### src/rtl/pong_pkg.sv
// Shared constants and types for the pong ball motion logic.
package pong_pkg;

    localparam int unsigned H_TOTAL = 455;
    localparam logic [8:0]  SERVE_X = 9'd300;
    localparam int unsigned BALL_W  = 4;

    localparam logic [1:0] MOT_STOP  = 2'b01;
    localparam logic [1:0] MOT_LEFT  = 2'b11;
    localparam logic [1:0] MOT_RIGHT = 2'b10;

    localparam logic [3:0] HITS_MED  = 4'd4;
    localparam logic [3:0] HITS_FAST = 4'd12;

    typedef logic [1:0] speed_t;

    function automatic speed_t speed_for_hits(input logic [3:0] hits);
        if (hits >= HITS_FAST) begin
            return speed_t'(2'd3);
        end else if (hits >= HITS_MED) begin
            return speed_t'(2'd2);
        end
        return speed_t'(2'd1);
    endfunction

endpackage

### src/rtl/ball_speed_counter.sv
// Paddle-hit counter and speed decode; only built with BALL_HMOTION_SPEEDUP_EN defined.
`ifdef BALL_HMOTION_SPEEDUP_EN
module ball_speed_counter
    import pong_pkg::*;
(
    input  logic   clk,
    input  logic   _reset,
    input  logic   ce,
    input  logic   _hit,
    input  logic   serve,
    input  logic   attract,
    output speed_t speed
);

    logic [3:0] hit_cnt_q, hit_cnt_d;
    speed_t     speed_q, speed_d;

    always_comb begin
        hit_cnt_d = hit_cnt_q;
        // Serve and attract both win over a coincident hit.
        if (serve || attract) begin
            hit_cnt_d = 4'd0;
        end else if (!_hit && (hit_cnt_q != 4'hf)) begin
            hit_cnt_d = hit_cnt_q + 4'd1;
        end
        speed_d = speed_for_hits(hit_cnt_d);
    end

    always_ff @(posedge clk or negedge _reset) begin
        if (!_reset) begin
            hit_cnt_q <= 4'd0;
            speed_q   <= speed_t'(2'd1);
        end else if (ce) begin
            hit_cnt_q <= hit_cnt_d;
            speed_q   <= speed_d;
        end
    end

    assign speed = speed_q;

endmodule
`endif

### src/rtl/ball_horizontal_motion.sv
// Ball horizontal position, per-frame stepping and registered ball video window.
// Hit-driven speed-up is enabled by defining BALL_HMOTION_SPEEDUP_EN; otherwise speed is 1.
module ball_horizontal_motion
    import pong_pkg::*;
(
    input  logic       clk,
    input  logic       _reset,
    input  logic       ce,
    input  logic [8:0] hcnt,
    input  logic       vreset,
    input  logic       aa,
    input  logic       ba,
    input  logic       _hit,
    input  logic       serve,
    input  logic       attract,
    output logic [8:0] ball_x,
    output speed_t     speed,
    output logic       hvid
);

    localparam logic [9:0] HTOT10 = 10'(H_TOTAL);
    localparam logic [9:0] BALLW10 = 10'(BALL_W);

    logic [8:0] ball_x_q, ball_x_d, pos_next;
    logic       hvid_q, hvid_d;
    logic [9:0] sum, dif, off;

`ifdef BALL_HMOTION_SPEEDUP_EN
    ball_speed_counter u_speed (
        .clk     (clk),
        ._reset  (_reset),
        .ce      (ce),
        ._hit    (_hit),
        .serve   (serve),
        .attract (attract),
        .speed   (speed)
    );
`else
    logic unused_inputs;
    assign unused_inputs = ^{_hit, attract};
    assign speed = speed_t'(2'd1);
`endif

    always_comb begin
        // 10-bit arithmetic; a borrow shows up in bit 9 and is folded back by +H_TOTAL.
        sum = {1'b0, ball_x_q} + {8'd0, speed};
        if (sum >= HTOT10) begin
            sum = sum - HTOT10;
        end
        dif = {1'b0, ball_x_q} - {8'd0, speed};
        if (dif[9]) begin
            dif = dif + HTOT10;
        end

        case ({aa, ba})
            MOT_RIGHT: pos_next = sum[8:0];
            MOT_LEFT:  pos_next = dif[8:0];
            default:   pos_next = ball_x_q;
        endcase

        ball_x_d = ball_x_q;
        if (serve) begin
            ball_x_d = SERVE_X;
        end else if (vreset) begin
            ball_x_d = pos_next;
        end

        off = {1'b0, hcnt} - {1'b0, ball_x_q};
        if (off[9]) begin
            off = off + HTOT10;
        end
        hvid_d = (off < BALLW10);
    end

    always_ff @(posedge clk or negedge _reset) begin
        if (!_reset) begin
            ball_x_q <= SERVE_X;
            hvid_q   <= 1'b0;
        end else if (ce) begin
            ball_x_q <= ball_x_d;
            hvid_q   <= hvid_d;
        end
    end

    assign ball_x = ball_x_q;
    assign hvid   = hvid_q;

endmodule

### config.mk
export PLATFORM = sky130hd
export DESIGN_NAME = ball_horizontal_motion
export DESIGN_NICKNAME = d
export VERILOG_FILES = /design/src/rtl/pong_pkg.sv /design/src/rtl/ball_speed_counter.sv /design/src/rtl/ball_horizontal_motion.sv
export SDC_FILE = /design/constraint.sdc
export NUM_CORES = 1
export LEC_CHECK = 0
export ABC_CLOCK_PERIOD_IN_PS = 3200
export CAP_MARGIN = 10
export CORE_MARGIN = 2
export CORE_UTILIZATION = 50
export CTS_CLUSTER_DIAMETER = 120
export CTS_CLUSTER_SIZE = 20
export DETAILED_ROUTE_END_ITERATION = 10
export PLACE_DENSITY = 0.75
export SLEW_MARGIN = 20
export SYNTH_ARGS = -nofsm -noshare
export SYNTH_HDL_FRONTEND = slang
export SYNTH_SLANG_ARGS = --single-unit
export TNS_END_PERCENT = 30
### constraint.sdc
create_clock -name clk -period 3.2 [get_ports clk]
set_clock_uncertainty 0.1 [all_clocks]
set_input_delay 0.96 -clock clk [delete_from_list [all_inputs] [get_ports clk]]
set_output_delay 0.96 -clock clk [all_outputs]
set_load 0.005 [all_outputs]
==> flow_summary.ini <==
[run_status]
status = finished, final reports clean

[finish]
nets = 286
design_area_um2 = 2090
antenna_cells = 0
area_growth_pct = 22.17
final_layout_size_suffix_gt1_share_pct = 12.80
fin_util_pct = 63.11
final.fill_count = 322

[floorplanning]
rows = 21
die-area_um2 = 3904
ios = 30
die_y_um = 62.49
initial_core_util_pct = 51.66
die_x_um = 62.49
coreArea_um2 = 3311

[synth]
syn-num-nets = 255
synth_edf_count = 0
syn_inst = 220
synth.distinct_cells = 60
syn_area_per_cell_um2 = 7.775
ys_async_sr_fraction_pct = 100.0
synth_ff_type = dfrtp_1
yosysSeqAreaShare_pct = 14.92
synth-seq-cells = 10
ys_warn_count = 0
syn_area_um2 = 1710

[timing]
setup_viol = 0
fin_crit_sh_pct = 93.18
slew_headroom_pct = 66.62
whs_ps = 455.1
fmax_mhz = 335.4
fin_crit_ps = 2982
finalHoldViolCount = 0
finalSetupTns_ps = 0
rsz0062_at_grt = no
maxSlewViolCount = 0
max_slew.worst_pin.slew_ps = 499.1
setup_slack_ps = 218.2

[placed_design]
place_area_um2 = 2044
port_buffers = 25
dp_slack_ps = -192.6
finalWeightedCongestion = 0.9072
dpl.hpwl_um = 3554

[global_route]
grt_overflow = 0
antenna_found_initial = 0
grt_pass1_vias = 1634
grt_pass1_wl_um = 7610
grt_max_degree = 13
track_usage_pct = 23.96

[clock_network]
clk_transition_reported_paths_ps = 70
cts_tree = yes
cts-htree-levels = 1
postCtsSetupBuffers = 0
clock_path_buffers = 2
clock_sink_count = 10
clk_latency_ps = 270
cts_buffers = 3
cts_root_buffer = clkbuf_4

[setup_path]
cp.required_ps = 3280
cp_max_fo = 2
startpoint_type = input pin
arrival_ps = 3060
critPathKind = input pin to flop
end_kind = flop

[power]
netSwitchingPower_uw = 267.5
pwr-share-clk_pct = 17.4
pwr-share-comb_pct = 56.7
peakVddDrop_uv = 283.9
p_int_uw = 402.7
pwr_density_cell_nw_per_um2 = 320.8
leakage_nw = 0.8590
p_seq_share_pct = 25.9
swShare_pct = 39.91

[route]
drt-total-wl_um = 4400
drtAntennaViolNets = 0
vias = 1726
routedWlPerCell_um = 14.86
drc = 0
drtIter0Drc = 128
vias_per_cell = 5.831
first_pass_iters = 5

[min_path]
hold_class = flop to flop

[flow_run]
max-cap-violations = 0
## layout make-up
class	count	area (µm²)	area share, %
multi-input cells	181	1321	63.23
repair buffers	40	362.8	17.37
flip-flops and latches	10	255.2	12.22
well taps	46	57.56	2.754
inverters	15	56.30	2.695
clock buffers	4	36.28	1.737
## logic make-up after synthesis
| group | count (synthesis) | synth area share [%] |
|---|---|---|
| XOR/XNOR | 21 | 10.75 |
| other | 2 | 0.4391 |
| multiplexers | 3 | 1.756 |
| AND/OR/NAND/NOR | 66 | 20.99 |
| AO/OA/AOI/OAI | 72 | 29.92 |
| flip-flops | 10 | 14.92 |
| adder cells (fa/ha/maj) | 17 | 12.87 |
| buffers and inverters | 29 | 8.339 |
## metal layers
layer  track usage [%]  vias to the layer above  wire [µm]
li1                  -                      869          -
met1             33.41                      790       2091
met2             37.63                       63       1945
met3             4.505                        4        309
met4             6.944                        0         53
met5                 0                        -          0
## cells in the mapped netlist, drive strengths merged, types with 2 or more instances
| master | count | area share (%) |
|---|---|---|
| and2 | 5 | 2.0 |
| inv | 15 | 3.3 |
| ha | 16 | 12 |
| a21o | 4 | 1.8 |
| nor3 | 6 | 1.8 |
| conb | 2 | 0.44 |
| or3 | 3 | 1.1 |
| and4 | 2 | 1.0 |
| a22o | 2 | 1.0 |
| dfstp | 4 | 6.1 |
| a31o | 2 | 1.0 |
| nand3 | 8 | 3.1 |
| o221ai | 2 | 1.0 |
| clkbuf | 5 | 1.1 |
| o31ai | 2 | 1.2 |
| nand4 | 2 | 0.73 |
| and3 | 3 | 1.1 |
| nand2b | 3 | 1.1 |
| nor4 | 3 | 1.5 |
| xor2 | 2 | 1.0 |
| a21oi | 16 | 4.7 |
| nand2 | 15 | 3.3 |
| o311a | 2 | 1.8 |
| nor2 | 12 | 2.6 |
| o21ai | 14 | 4.1 |
| a31oi | 6 | 2.2 |
| dfrtp | 6 | 8.8 |
| buf | 9 | 3.9 |
| mux2i | 3 | 1.8 |
| xnor2 | 19 | 9.7 |
| a21boi | 5 | 2.2 |
| a221o | 2 | 1.2 |
| nor2b | 2 | 0.73 |
| a22oi | 2 | 0.88 |
## critical path, cell delays in order
cell and delay, ps:
clkdlybuf4s50_1 450, inv_1 40, ha_1 220, fa_2 360, inv_1 60, a21oi_1 80, o21bai_1 160, xnor2_1 100
nor4b_1 280, mux2i_1 120, o32ai_1 210
## power by group through the flow
stage | sequential [mW] | combinational, mW | clock, mW
after floorplan | 0.155 | 0.272 | 0
after global placement | 0.175 | 0.369 | 0
after detailed placement | 0.175 | 0.376 | 0
after CTS | 0.173 | 0.378 | 0.121
after global routing | 0.175 | 0.421 | 0.129
final | 0.173 | 0.380 | 0.117
## cell usage in the layout (no fill, tap or decap), types with 2 or more instances in the layout
cell / count
and3_1: 3
and4_1: 2
nor3_1: 6
o21ai_0: 11
a21oi_1: 16
buf_4: 15
a21boi_1: 3
nand2b_1: 3
clkdlybuf4s50_1: 25
nand4_1: 2
a31oi_1: 5
xor2_1: 2
o221ai_1: 2
nor2_1: 12
and2_1: 4
xnor2_1: 19
clkbuf_4: 3
a21boi_0: 2
a21o_1: 4
nand2_1: 15
conb_1: 2
a22oi_1: 2
nor4_1: 2
or3_1: 3
a221o_1: 2
a22o_1: 2
nand3_1: 7
inv_1: 15
mux2i_1: 3
nor2b_1: 2
o21ai_1: 3
dfstp_2: 4
ha_1: 16
dfrtp_1: 6
## through the flow
step | total power [mW] | std cells
floorplan | 0.4272 | 220
global placement | 0.5432 | 292
detailed placement | 0.5511 | 292
CTS | 0.6712 | 296
global route | 0.7252 | 296
finish | 0.6703 | 296
## what timing repair did
action                                  in CTS  in global routing
endpoints found under the setup margin       0                  1
resized for setup                            0                  2
hold buffers                                 0                  0
## path summary, 6_finish.rpt
check	start	endpoint	slack, ps	depth (start not counted)
hold reg to reg	hvid	hvid	460	2
setup / recovery	hcnt[0]	hvid	220	11
max in group asynchronous	_reset	ball_x[8]	1720	1
hold / removal	hvid	hvid	460	2
setup reg to reg	ball_x[1]	ball_x[7]	490	8
min in group asynchronous	_reset	ball_x[1]	920	1
## flip-flops by register name (all words and copies together), names as in the netlist
| register | cells |
|---|---|
| ball_x | 9 |
| hvid | 1 |
Note: power is estimated with default switching activity, not from simulation.
